--- config.mk ---
export PLATFORM = sky130hd
export DESIGN_NAME = operand_feeder_flat
export DESIGN_NICKNAME = d
export VERILOG_FILES = /design/src/rtl/operand_feeder_if.sv /design/src/rtl/operand_feeder.sv /design/src/flat_wrapper.sv
export SDC_FILE = /design/constraint.sdc
export NUM_CORES = 1
export LEC_CHECK = 0
export ABC_AREA = 1
export BUFFER_PORTS_ARGS = -buffer_cell sky130_fd_sc_hd__clkbuf_2
export CORE_ASPECT_RATIO = 1.5
export CORE_MARGIN = 1
export CORE_UTILIZATION = 55
export DETAILED_ROUTE_END_ITERATION = 6
export PLACE_DENSITY = 0.74
export SYNTH_ARGS = -nofsm -noshare
export SYNTH_HDL_FRONTEND = slang
export SYNTH_SLANG_ARGS = --single-unit
--- constraint.sdc ---
create_clock -name clk -period 2.7 [get_ports clk]
set_input_delay 0.135 -clock clk [delete_from_list [all_inputs] [get_ports clk]]
set_output_delay 0.135 -clock clk [all_outputs]
set_load 0.005 [all_outputs]
--- src/rtl/operand_feeder_if.sv ---
// Operand feeder bus interface.
// Bundles the buffer-write port, the start request, the PE handshake and the
// status outputs of operand_feeder.
//   master : stimulus side (drives writes/start/pe_ready, observes operands/status)
//   slave  : operand_feeder side
interface operand_feeder_if #(
    parameter int unsigned DATA_WIDTH = 8
);
    logic                  wr_en;
    logic                  wr_sel;
    logic [4:0]            wr_addr;
    logic [DATA_WIDTH-1:0] wr_data;
    logic                  start;
    logic                  pe_ready;
    logic                  en_din;
    logic                  en_win;
    logic [DATA_WIDTH-1:0] data_in;
    logic [DATA_WIDTH-1:0] weights_in;
    logic                  busy;
    logic                  done;
    logic                  err;

    modport master (
        output wr_en, wr_sel, wr_addr, wr_data, start, pe_ready,
        input  en_din, en_win, data_in, weights_in, busy, done, err
    );

    modport slave (
        input  wr_en, wr_sel, wr_addr, wr_data, start, pe_ready,
        output en_din, en_win, data_in, weights_in, busy, done, err
    );
endinterface

--- src/rtl/operand_feeder.sv ---
// Operand feeder: holds a data buffer and a weight buffer of NUM_ELEM entries
// and, on start, streams them element by element to a PE, followed by one
// zero flush cycle, then waits a bounded time for the PE result pulse.
// Ports:
//   clk   : clock, rising edge
//   rst_n : asynchronous active-low reset
//   bus   : operand_feeder_if slave modport
//           in : wr_en, wr_sel, wr_addr, wr_data, start, pe_ready
//           out: en_din, en_win, data_in, weights_in, busy, done, err
// All outputs are registered.
module operand_feeder #(
    parameter int unsigned DATA_WIDTH = 8,
    parameter int unsigned NUM_ELEM   = 27
) (
    input logic              clk,
    input logic              rst_n,
    operand_feeder_if.slave  bus
);

    localparam logic [4:0] FlushIdx    = 5'(NUM_ELEM);
    localparam logic [4:0] LastDataIdx = 5'(NUM_ELEM - 1);
    localparam logic [1:0] WaitLast    = 2'd3;

    typedef enum logic [1:0] {StIdle, StStream, StWait} state_e;

    state_e                state_q, state_d;
    logic [4:0]            idx_q, idx_d;
    logic [1:0]            wcnt_q, wcnt_d;
    logic                  en_q, en_d;
    logic [DATA_WIDTH-1:0] din_q, din_d;
    logic [DATA_WIDTH-1:0] win_q, win_d;
    logic                  busy_q, busy_d;
    logic                  done_q, done_d;
    logic                  err_q, err_d;

    // Buffers are intentionally not reset.
    logic [DATA_WIDTH-1:0] data_mem   [NUM_ELEM];
    logic [DATA_WIDTH-1:0] weight_mem [NUM_ELEM];

    logic       wr_ok;
    logic [4:0] nxt_idx;

    // A start in the same cycle takes priority and drops the write.
    assign wr_ok   = bus.wr_en && (state_q == StIdle) && !bus.start
                     && (bus.wr_addr < FlushIdx);
    assign nxt_idx = idx_q + 5'd1;

    always_ff @(posedge clk) begin
        if (wr_ok) begin
            if (bus.wr_sel) begin
                weight_mem[bus.wr_addr] <= bus.wr_data;
            end else begin
                data_mem[bus.wr_addr] <= bus.wr_data;
            end
        end
    end

    always_comb begin
        state_d = state_q;
        idx_d   = idx_q;
        wcnt_d  = wcnt_q;
        en_d    = 1'b0;
        din_d   = '0;
        win_d   = '0;
        done_d  = 1'b0;
        err_d   = err_q;

        unique case (state_q)
            StIdle: begin
                if (bus.start) begin
                    state_d = StStream;
                    idx_d   = 5'd0;
                    err_d   = 1'b0;
                    en_d    = 1'b1;
                    din_d   = data_mem[0];
                    win_d   = weight_mem[0];
                end
            end
            StStream: begin
                // idx_q is the stream cycle currently on the outputs; the
                // outputs computed here belong to cycle idx_q + 1.
                if (idx_q == FlushIdx) begin
                    state_d = StWait;
                    wcnt_d  = 2'd0;
                end else begin
                    en_d  = 1'b1;
                    idx_d = nxt_idx;
                    if (idx_q < LastDataIdx) begin
                        din_d = data_mem[nxt_idx];
                        win_d = weight_mem[nxt_idx];
                    end
                end
            end
            StWait: begin
                if (bus.pe_ready) begin
                    state_d = StIdle;
                    done_d  = 1'b1;
                end else if (wcnt_q == WaitLast) begin
                    state_d = StIdle;
                    err_d   = 1'b1;
                end else begin
                    wcnt_d = wcnt_q + 2'd1;
                end
            end
            default: begin
                state_d = StIdle;
            end
        endcase

        busy_d = (state_d != StIdle);
    end

    always_ff @(posedge clk or negedge rst_n) begin
        if (!rst_n) begin
            state_q <= StIdle;
            idx_q   <= '0;
            wcnt_q  <= '0;
            en_q    <= 1'b0;
            din_q   <= '0;
            win_q   <= '0;
            busy_q  <= 1'b0;
            done_q  <= 1'b0;
            err_q   <= 1'b0;
        end else begin
            state_q <= state_d;
            idx_q   <= idx_d;
            wcnt_q  <= wcnt_d;
            en_q    <= en_d;
            din_q   <= din_d;
            win_q   <= win_d;
            busy_q  <= busy_d;
            done_q  <= done_d;
            err_q   <= err_d;
        end
    end

    assign bus.en_din     = en_q;
    assign bus.en_win     = en_q;
    assign bus.data_in    = din_q;
    assign bus.weights_in = win_q;
    assign bus.busy       = busy_q;
    assign bus.done       = done_q;
    assign bus.err        = err_q;

endmodule

--- src/flat_wrapper.sv ---
// flat-port wrapper written by rule: the top's interface ports become plain ports
module operand_feeder_flat 
#(
    parameter int unsigned DATA_WIDTH = 8,
    parameter int unsigned NUM_ELEM   = 27
)
  (clk, rst_n, bus_wr_en, bus_wr_sel, bus_wr_addr, bus_wr_data, bus_start, bus_pe_ready, bus_en_din, bus_en_win, bus_data_in, bus_weights_in, bus_busy, bus_done, bus_err);
  operand_feeder_if #(.DATA_WIDTH(DATA_WIDTH)) bus_i ();
  input logic clk;
  input logic rst_n;
  input wire logic [$bits(bus_i.wr_en)-1:0] bus_wr_en;
  input wire logic [$bits(bus_i.wr_sel)-1:0] bus_wr_sel;
  input wire logic [$bits(bus_i.wr_addr)-1:0] bus_wr_addr;
  input wire logic [$bits(bus_i.wr_data)-1:0] bus_wr_data;
  input wire logic [$bits(bus_i.start)-1:0] bus_start;
  input wire logic [$bits(bus_i.pe_ready)-1:0] bus_pe_ready;
  output wire logic [$bits(bus_i.en_din)-1:0] bus_en_din;
  output wire logic [$bits(bus_i.en_win)-1:0] bus_en_win;
  output wire logic [$bits(bus_i.data_in)-1:0] bus_data_in;
  output wire logic [$bits(bus_i.weights_in)-1:0] bus_weights_in;
  output wire logic [$bits(bus_i.busy)-1:0] bus_busy;
  output wire logic [$bits(bus_i.done)-1:0] bus_done;
  output wire logic [$bits(bus_i.err)-1:0] bus_err;
  assign bus_i.wr_en = bus_wr_en;
  assign bus_i.wr_sel = bus_wr_sel;
  assign bus_i.wr_addr = bus_wr_addr;
  assign bus_i.wr_data = bus_wr_data;
  assign bus_i.start = bus_start;
  assign bus_i.pe_ready = bus_pe_ready;
  assign bus_en_din = bus_i.en_din;
  assign bus_en_win = bus_i.en_win;
  assign bus_data_in = bus_i.data_in;
  assign bus_weights_in = bus_i.weights_in;
  assign bus_busy = bus_i.busy;
  assign bus_done = bus_i.done;
  assign bus_err = bus_i.err;
  operand_feeder #(.DATA_WIDTH(DATA_WIDTH), .NUM_ELEM(NUM_ELEM)) u_core (.clk(clk), .rst_n(rst_n), .bus(bus_i));
endmodule
==> results.py, run 1 <==
metrics = {
    "final_layout": {
        "layout_common_cells": "nand2_1, edfxtp_1, nand3_1, nor2_1, inv_1",
        "drive_above_1_share_pct": 13.32,
        "nets": 1904,
        "fin_cells": 2388,
        "post-route-cell-area_mm2": 0.02186,
        "syn_to_final_growth_pct": 12.29,
        "final_common_cell": "nand2_1",
        "antenna_cells": 0,
    },
    "synth": {
        "ys_seq_elements": 461,
        "ys_types": 31,
        "syn_avg_cell_area_um2": 10.67,
        "yosysSeqAreaShare_pct": 70.37,
        "syn_nets": 1845,
        "yosysWarnings": 0,
        "syn_inst": 1824,
        "netlist_area_mm2": 0.01947,
    },
    "floorplan": {
        "coreArea_mm2": 0.03500,
        "start_util_pct": 55.62,
        "dieWidth_um": 155.6,
        "dieArea_mm2": 0.03616,
        "io_pins": 40,
        "die_h_um": 232.4,
        "rows": 84,
    },
    "global_route": {
        "gr-total-overflow": 0,
        "grt_first_pass_wirelength_mm": 72.71,
        "grt_pass1_vias": 13150,
        "grt_max_degree": 129,
        "antenna_found_initial": 1,
        "grtUsageTotal_pct": 27.01,
    },
    "setup_path": {
        "start_kind": "flop",
        "worstSetupPathType": "reg -> reg",
        "end_kind": "flop",
        "cp_max_fo": 27,
        "crit_slowest_cell": "dfrtp_4",
        "crit_chain": "ha_4 -> inv_2 -> buf_4 -> buf_4 -> nand2_1 -> nand3_1 -> nand3_1 -> nand3_1 -> nand2_1 -> nand2_1",
        "max_stage_delay_ns": 0.50,
        "critPathArrivalTime_ns": 2.89,
        "worstPathRequired_ns": 3.19,
    },
    "clocking": {
        "clock_latency_ns": 0.56,
        "clock_path_buffers": 3,
        "postCtsSetupRepairBufs": 0,
        "cts_buffers": 42,
        "cts_sinks": 461,
        "cts.htree.levels": 2,
        "cts_resized": 0,
        "cts_tree": "built",
        "root_buffer": "clkbuf_16",
        "clk_pin_slew_ns": 0.06,
    },
    "drt": {
        "drt-initial-drc-count": 1402,
        "drc": 0,
        "viasPerCell": 5.569,
        "dr_total_vias": 13300,
        "post_drt_wl_per_cell_um": 19.77,
        "ant_nets": 0,
        "drt_pass1_iterations": 6,
        "routed_wl_mm": 47.20,
    },
    "power_and_ir_drop": {
        "p_comb_share_pct": 41.4,
        "internal-power_mw": 14.51,
        "fin_total_pwr_mw": 23.98,
        "seqPwrFrac_pct": 34.4,
        "powerDensity_mw_per_mm2": 1097,
        "switching_share_pct": 39.49,
        "leakagePower_nw": 8.506,
        "ir_drop_mv": 1.106,
        "p_sw_mw": 9.471,
        "clkPwrFrac_pct": 24.2,
    },
    "place": {
        "io_buffers": 39,
        "placed_area_mm2": 0.02050,
        "dpl.hpwl_mm": 28.70,
        "placed_cells": 2310,
        "gp_congestion": 0.9084,
    },
    "timing": {
        "fmax_mhz": 416.5,
        "hold_ws_ns": 0.02952,
        "fin_worst_skew_ns": 0.01615,
        "grt_setup_unrepaired": "false",
        "setup-violations-final": 0,
        "tightest_slew_ns": 0.9616,
        "timing_hold_violations_final": 0,
        "slew_violations": 0,
        "min_period_over_period_pct": 88.92,
        "relSlewSlack_pct": 35.89,
        "tns_ns": 0,
        "period_needed_ns": 2.401,
    },
    "run_status": {
        "status": "complete, no violations",
    },
    "hold_path": {
        "hp-class": "in -> reg",
    },
    "job": {
        "max-cap-violations": 0,
    },
}
==> per-stage QoR <==
| step | utilization, % | setup WS, ns |
|---|---|---|
| floorplan | - | 0.8037 |
| global placement | 58.57 | 0.3966 |
| detailed placement | 58.57 | 0.3740 |
| CTS | 62.46 | 0.3325 |
| global route | 62.46 | 0.1471 |
| finish | 62.46 | 0.2991 |
==> path summary, 6_finish.rpt <==
kind | start | to | slack, ns | cells after the start
worst min register to register | u_core.data_mem[0][5] | u_core.bus.data_in[5] | 0.49 | 2
worst max register to register | u_core.idx_q[0] | u_core.bus.weights_in[1] | 0.30 | 10
max in group asynchronous | rst_n | u_core.idx_q[0] | 1.73 | 2
min in group asynchronous | rst_n | u_core.bus.weights_in[7] | 0.27 | 2
worst min-delay path | bus_wr_data[5] | u_core.weight_mem[7][5] | 0.03 | 1
worst max-delay path | u_core.idx_q[0] | u_core.bus.weights_in[1] | 0.30 | 10
==> synthesized netlist by cell type <==
cell / count / area [µm²]
nand2_1: 526 / 1974
o21bai_1: 1 / 7.510
nor3_1: 6 / 30.03
buf_1: 6 / 22.52
nor3_2: 1 / 10.01
or2_1: 10 / 62.56
edfxtp_1: 432 / 12970
ha_1: 2 / 25.02
xnor2_2: 1 / 16.27
xor2_1: 2 / 17.52
inv_2: 70 / 262.8
nand4_1: 3 / 18.77
nor2_2: 1 / 6.260
nor2_4: 1 / 11.26
buf_4: 11 / 82.58
o31ai_1: 1 / 7.510
nand3_1: 243 / 1216
o21ai_1: 30 / 150.1
dfrtp_1: 29 / 725.7
a21oi_1: 16 / 80.08
inv_1: 71 / 266.5
o22ai_1: 2 / 12.51
buf_2: 52 / 260.3
inv_4: 1 / 6.260
nor2_1: 224 / 840.8
clkbuf_1: 28 / 105.1
o2111ai_1: 1 / 8.760
clkinv_1: 8 / 30.03
or2_2: 6 / 37.54
o21ai_2: 1 / 8.760
o21ai_0: 38 / 190.2
==> routing by layer <==
metal	up-vias	global-route usage (%)	part of all wire [%]
li1	6191	-	-
met1	6330	33.32	37
met2	646	46.50	51
met3	129	4.191	8.3
met4	2	12.93	4.3
met5	-	0	0.028
==> final cells by class <==
cell class / count / area (µm²)
tap: 473 / 591.8
clock buffer: 58 / 1205
multi-input combinational: 1116 / 4785
sequential: 461 / 13700
fill: 2674 / 13140
inverter: 150 / 568.0
timing repair buffer: 112 / 873.3
clock inverter: 18 / 133.9
==> kinds of logic after synthesis <==
logic type                 Yosys count  share of synthesized area, %
and+or+nand+nor                   1021                         21.62
xor gates and xnor gates             3                        0.1736
AOI/OAI and AO/OA                   90                         2.391
buffers and inverters              247                         5.322
DFF                                461                         70.37
adders and majority gates            2                        0.1285
==> power by group through the flow <==
stage | Clock (mW) | Combinational, mW | Sequential [mW]
CTS | 5.87 | 9.85 | 8.25
finish | 5.81 | 9.92 | 8.25
detailed placement | 0 | 9.74 | 8.40
floorplan | 0 | 6.75 | 8.29
global placement | 0 | 9.58 | 8.40
global route | 6.12 | 10.9 | 8.27
==> what timing repair did <==
action	CTS	global route
hold endpoints to repair	33	0
endpoints found under the setup margin	0	0
hold buffers	2	0
==> flip-flops by register name, indices dropped and copies added, names as in the netlist <==
register / cells
u_core.data_mem: 216
u_core.weight_mem: 216
u_core.bus.data_in: 8
u_core.bus.weights_in: 8
u_core.idx_q: 5
u_core.state_q: 2
u_core.wcnt_q: 2
u_core.bus.busy: 1
u_core.bus.done: 1
u_core.bus.en_din: 1
u_core.bus.err: 1
==> worst max-delay path: cells and delay by family, from the launching register on <==
kind / cells / cell delay [ns]
adders and majority gates: 1 / 0.26
buffers and inverters: 3 / 0.95
DFF: 1 / 0.50
and+or+nand+nor: 6 / 0.61
(Power assumes the default switching activity.)
==> run 2: changes to the inputs <==
- ABC_AREA: 1 -> 0
- BUFFER_PORTS_ARGS: -buffer_cell sky130_fd_sc_hd__clkbuf_2 -> unset
- DONT_BUFFER_PORTS: unset -> 1
- PLACE_DENSITY: 0.74 -> 0.73
==> run 2 against run 1 <==
  * Hold slack improved by 0.031 ns
  * Critical endpoint is now u_core.bus.data_in[6]
  * Largest cell class unchanged
  * Register-to-register slack got worse by 0.10 ns
  * Via count decreased by 32%
  * Clock-buffer cell count decreased by 4
==> results.py, run 2 <==
metrics = {
    "timing": {
        "period_needed_ns": 2.503,
        "grt_setup_unrepaired": "false",
        "min_period_over_period_pct": 92.72,
        "fmax_mhz": 399.5,
        "slew_violations": 0,
        "relSlewSlack_pct": 64.00,
        "timing_hold_violations_final": 0,
        "tns_ns": 0,
        "tightest_slew_ns": 0.5400,
        "fin_worst_skew_ns": 0.01206,
        "setup-violations-final": 0,
    },
    "global_route": {
        "antenna_found_initial": 0,
        "grt_first_pass_wirelength_mm": 56.00,
        "grt_use_met3_pct": 3.178,
        "gr-total-overflow": 0,
        "grt.busiest_layer": "met2",
        "grtUsageMet2_pct": 40.07,
        "grt_pass1_vias": 9304,
        "use_met1_pct": 28.53,
        "grt_max_degree": 57,
        "grtUsageTotal_pct": 22.71,
    },
    "drt": {
        "drc": 0,
        "viasPerCell": 5.966,
        "post_drt_wl_per_cell_um": 24.38,
        "drt-initial-drc-count": 787,
        "routed_wl_mm": 36.94,
        "drt_pass1_iterations": 5,
        "dr_total_vias": 9039,
        "ant_nets": 0,
    },
    "clocking": {
        "clock_path_buffers": 3,
        "postCtsSetupRepairBufs": 0,
        "clock_latency_ns": 0.54,
        "cts_buffers": 40,
        "cts_sinks": 461,
        "clk_pin_slew_ns": 0.07,
        "cts.htree.levels": 2,
        "cts_resized": 0,
        "cts_tree": "built",
        "root_buffer": "clkbuf_16",
    },
    "final_layout": {
        "reg_top3": "u_core.data_mem x216, u_core.weight_mem x216",
        "layout_common_cells": "edfxtp_1, buf_4, nor2_1, mux2i_1, mux4_2",
        "nets": 1091,
        "post-route-cell-area_mm2": 0.02078,
        "fin_cells": 1515,
        "antenna_cells": 0,
        "syn_to_final_growth_pct": 13.81,
        "final_common_cell": "edfxtp_1",
        "drive_above_1_share_pct": 24.64,
    },
    "setup_path": {
        "critPathArrivalTime_ns": 2.91,
        "worstSetupPathType": "reg -> reg",
        "end_kind": "flop",
        "worstPathRequired_ns": 3.11,
        "cp_max_fo": 43,
        "start_kind": "flop",
        "ff2ff_path_depth": 7,
    },
    "synth": {
        "ys_types": 51,
        "ys.flop_type": "edfxtp_1",
        "syn_inst": 969,
        "yosysTopAreaCellShare_pct": 71.06,
        "async_flop_share_pct": 6.291,
        "syn_avg_cell_area_um2": 18.84,
        "syn_nets": 990,
        "yosys.area.top_type": "edfxtp_1",
        "yosysSeqAreaShare_pct": 75.04,
        "netlist_area_mm2": 0.01826,
        "ys_seq_elements": 461,
        "yosysWarnings": 0,
        "synth_edf_count": 432,
        "yosys-top-cells-count": "edfxtp_1, nor2_1, mux2i_1",
        "yosysMostFrequentCell": "edfxtp_1",
        "synthTopCellsByArea": "edfxtp_1, mux4_2, mux2i_1, dfrtp_1, mux2_2",
    },
    "power_and_ir_drop": {
        "switching_share_pct": 30.75,
        "p_comb_share_pct": 35.4,
        "powerDensity_mw_per_mm2": 1021,
        "internal-power_mw": 14.69,
        "clkPwrFrac_pct": 25.7,
        "ir_drop_mv": 0.6501,
        "leakagePower_nw": 6.949,
        "p_sw_mw": 6.526,
        "seqPwrFrac_pct": 38.9,
    },
    "place": {
        "placed_area_mm2": 0.01923,
        "gp_congestion": 0.8469,
        "dpl.hpwl_mm": 23.87,
        "placed_cells": 1423,
        "io_buffers": 0,
    },
    "floorplan": {
        "io_pins": 40,
        "rows": 81,
        "dieWidth_um": 150.8,
        "dieArea_mm2": 0.03394,
        "die_h_um": 225.1,
        "start_util_pct": 55.94,
        "coreArea_mm2": 0.03263,
    },
    "run_status": {
        "status": "complete, no violations",
    },
    "job": {
        "max-cap-violations": 0,
    },
    "hold_path": {
        "hp-class": "in -> async",
    },
}
-- run 2: changes by cell type after synthesis, moves of 15 or more --
cell      delta
nor2_1     -143
mux4_2      +63
inv_1       -63
o221ai_1    +15
a31oi_1     +15
nand3_1    -236
o21ai_1     -28
mux2_2      +32
buf_2       -41
inv_2       -69
nand2_1    -497
mux2i_1     +77
a22oi_1     +30
-- run 2: routing by layer --
| metal | wire [µm] | part of all wire (%) | up-vias |
|---|---|---|---|
| met5 | 0 | 0 | - |
| met4 | 1118 | 3.0 | 0 |
| met3 | 1556 | 4.2 | 68 |
| met2 | 19800 | 54 | 232 |
| met1 | 14470 | 39 | 4643 |
| li1 | - | - | 4096 |
-- run 2: path summary, 6_finish.rpt --
check | slack, ns | to | from
worst min register to register | 0.48 | u_core.bus.data_in[0] | u_core.data_mem[0][0]
worst max-delay path | 0.20 | u_core.bus.data_in[6] | u_core.idx_q[0]
max in group asynchronous | 2.43 | u_core.bus.data_in[3] | rst_n
min in group clk | 0.16 | u_core.data_mem[25][3] | bus_wr_addr[2]
worst max register to register | 0.20 | u_core.bus.data_in[6] | u_core.idx_q[0]
worst min-delay path | 0.06 | u_core.state_q[0] | rst_n
-- run 2: power groups by stage --
stage	Combinational [mW]	Sequential, mW	Clock (mW)
after global placement	7.31	8.42	0
after global routing	8.03	8.28	5.77
final	7.52	8.26	5.44
after floorplan	5.52	8.27	0
after CTS	7.58	8.27	5.52
after detailed placement	7.39	8.43	0
-- run 2: layout make-up --
cell class,count,area (µm²)
sequential,461,13700
fill,2248,11860
multi-input combinational,443,4204
clock buffer,54,1095
timing repair buffer,115,1089
tap,415,519.2
clock inverter,18,133.9
inverter,9,33.78
-- run 2: kinds of logic after synthesis --
kind of cell             Yosys count  synth area share [%]
adder cells (fa/ha/maj)            2                0.1371
multiplexers                     175                 14.40
buffers and inverters             65                 2.111
XOR/XNOR                           3                0.1440
flip-flops                       461                 75.04
AO/OA/AOI/OAI                    116                 4.544
AND/OR/NAND/NOR                  147                 3.626
-- run 2: what timing repair did --
item	in CTS	in global routing
hold buffers	20	0
endpoints found under the setup margin	0	0
endpoints found under the hold margin	464	0
-- run 2: worst max-delay path: stages (launching register included) --
cell	delay, ns
dfrtp_4	0.55
ha_4	0.38
buf_12	0.21
buf_12	0.31
mux4_2	0.40
mux2_2	0.29
nand2_1	0.10
a221oi_1	0.08
-- run 2: stage by stage --
| step | hold WS [ns] | worst slack [ns] | util (%) | power (mW) |
|---|---|---|---|---|
| final | 0.06004 | 0.1966 | 63.66 | 21.22 |
| after detailed placement | -0.1601 | 0.1803 | 58.94 | 15.81 |
| after global routing | 0.07010 | 0.08706 | 63.66 | 22.08 |
| after global placement | -0.1600 | 0.2017 | 58.94 | 15.74 |
| after CTS | 0.05667 | 0.1715 | 63.66 | 21.37 |
| after floorplan | -0.1606 | 0.6645 | - | 13.79 |
==> run 3: changes to the inputs <==
- ABC_AREA: 0 -> 1
==> run 3 against run 2 <==
  * The run now ends with DRC left
  * Clock skew increased by 0.022 ns
  * First-iteration DRC count increased by 96%
  * Power increased by 13%
  * Design area increased by 5.4%
  * Fmax increased by 3.7%
  * Die area increased by 6.6%
  * Sequential share of layout area decreased by 3.4 points
  * Sequential cell count unchanged
  * Critical path type unchanged
  * Critical endpoint is now u_core.bus.data_in[7]
  * Largest cell class unchanged
  * Highest routed layer unchanged
==> results.py, run 3 (synthesized netlist as in run 1, its figures left out) <==
metrics = {
    "clocking": {
        "root_buffer": "clkbuf_16",
        "clk_pin_slew_ns": 0.07,
        "clock_latency_ns": 0.57,
        "cts.htree.levels": 2,
        "cts_resized": 0,
        "ctsHoldBuffers": 20,
        "clock_path_buffers": 3,
        "cts_buffers": 42,
        "postCtsSetupRepairBufs": 0,
        "cts_tree": "built",
        "cts_sinks": 461,
    },
    "setup_path": {
        "ff2ff_path_depth": 8,
        "cp_max_fo": 128,
        "reg2reg_slack_ns": 0.29,
        "end_kind": "flop",
        "r2r_start": "u_core.idx_q[0]",
        "worstSetupPathType": "reg -> reg",
        "worstPathRequired_ns": 3.21,
        "start_kind": "flop",
        "r2r_end": "u_core.bus.data_in[7]",
        "critPathArrivalTime_ns": 2.93,
    },
    "power_and_ir_drop": {
        "ir_drop_mv": 1.149,
        "powerDensity_mw_per_mm2": 1097,
        "leakagePower_nw": 8.416,
    },
    "floorplan": {
        "dieArea_mm2": 0.03616,
        "dieWidth_um": 155.6,
        "io_pins": 40,
        "rows": 84,
        "coreArea_mm2": 0.03500,
        "start_util_pct": 55.62,
        "die_h_um": 232.4,
    },
    "timing": {
        "setup-violations-final": 0,
        "period_needed_ns": 2.415,
        "worst_slack_ns": 0.2851,
        "tightest_slew_ns": 0.8806,
        "min_period_over_period_pct": 89.44,
        "timing_hold_violations_final": 0,
        "grt_setup_unrepaired": "false",
        "fmax_mhz": 414.1,
        "relSlewSlack_pct": 41.08,
        "slew_violations": 0,
        "fin_worst_skew_ns": 0.03384,
        "tns_ns": 0,
    },
    "final_layout": {
        "syn_to_final_growth_pct": 12.47,
        "fillers": 2595,
        "drive_above_1_share_pct": 11.35,
        "layout_common_cells": "nand2_1, edfxtp_1, nand3_1, nor2_1, inv_1",
        "nets": 1873,
        "fin_cells": 2359,
        "reg_top3": "u_core.data_mem x216, u_core.weight_mem x216",
        "final_common_cell": "nand2_1",
        "antenna_cells": 0,
        "final_core_util_pct": 62.56,
    },
    "place": {
        "dp_slack_ns": 0.3806,
        "placed_cells": 2261,
        "io_buffers": 0,
        "gp_congestion": 0.8268,
        "dpl.hpwl_mm": 29.08,
    },
    "run_status": {
        "failed_checks": "DRC",
        "status": "finished, violations left",
    },
    "drt": {
        "dr_total_vias": 13340,
        "routed_wl_mm": 49.74,
        "ant_nets": 0,
        "post_drt_wl_per_cell_um": 21.08,
        "drc": 2,
        "drt-initial-drc-count": 1539,
        "drt_pass1_iterations": 7,
        "viasPerCell": 5.655,
    },
    "global_route": {
        "grt_first_pass_wirelength_mm": 76.00,
        "grtUsageTotal_pct": 28.37,
        "grt_pass1_vias": 13330,
        "antenna_found_initial": 0,
        "gr-total-overflow": 0,
        "grt_max_degree": 129,
    },
    "hold_path": {
        "hp-class": "in -> async",
    },
    "job": {
        "max-cap-violations": 0,
    },
}
[run 3: metrics by stage]
| stage | total power [mW] | hold WS (ns) | cell area (µm²) |
|---|---|---|---|
| floorplan | 15.03 | -0.1606 | 19470 |
| finish | 24.01 | 0.04540 | 21890 |
| detailed placement | 17.98 | -0.1597 | 20230 |
| global route | 25.29 | 0.07166 | 21890 |
| CTS | 23.92 | 0.04106 | 21890 |
| global placement | 17.83 | -0.1597 | 20230 |
[run 3: power breakdown]
group	leakage, nW	internal, mW	switching [mW]	total (mW)
Clock	0.635	3.19	2.61	5.79
Sequential	4.23	8.04	0.285	8.33
Combinational	3.55	3.13	6.75	9.89
Total	8.42	14.4	9.64	24.0
[run 3: layout make-up]
cell class / instances / area, µm² / share of cell area [%]
clock buffer: 57 / 1147 / 5.241
clock inverter: 21 / 166.4 / 0.7601
multi-input combinational: 1116 / 4785 / 21.85
inverter: 150 / 568.0 / 2.595
sequential: 461 / 13700 / 62.58
tap: 473 / 591.8 / 2.703
timing repair buffer: 81 / 933.4 / 4.263
[run 3: worst max-delay path: stages (launching register included)]
cell and delay [ns]:
dfrtp_4 0.53, ha_4 0.30, buf_12 0.36, nand3_1 0.17
nand3_1 0.15, nand3_1 0.17, a21oi_1 0.29, nand2_1 0.09
nand2_1 0.07
[run 3: worst max-delay path by stage]
stage | startpoint | end | slack, ns
after detailed placement | u_core.idx_q[2] | u_core.bus.data_in[7] | 0.38
final | u_core.idx_q[0] | u_core.bus.data_in[7] | 0.29
after CTS | u_core.idx_q[0] | u_core.bus.data_in[3] | 0.38
after global placement | u_core.idx_q[0] | u_core.bus.data_in[3] | 0.41
after floorplan | u_core.state_q[0] | u_core.data_mem[24][0] | 0.80
after global routing | u_core.idx_q[2] | u_core.bus.data_in[7] | 0.25
[run 3: routing by layer]
layer	part of all wire, %	up-vias	global-route usage, %	wire [µm]
met5	0	-	0	0
met4	5.0	0	15.01	2495
met3	7.8	143	4.526	3859
met2	51	658	48.64	25140
met1	37	6404	34.47	18240
li1	-	6136	-	-
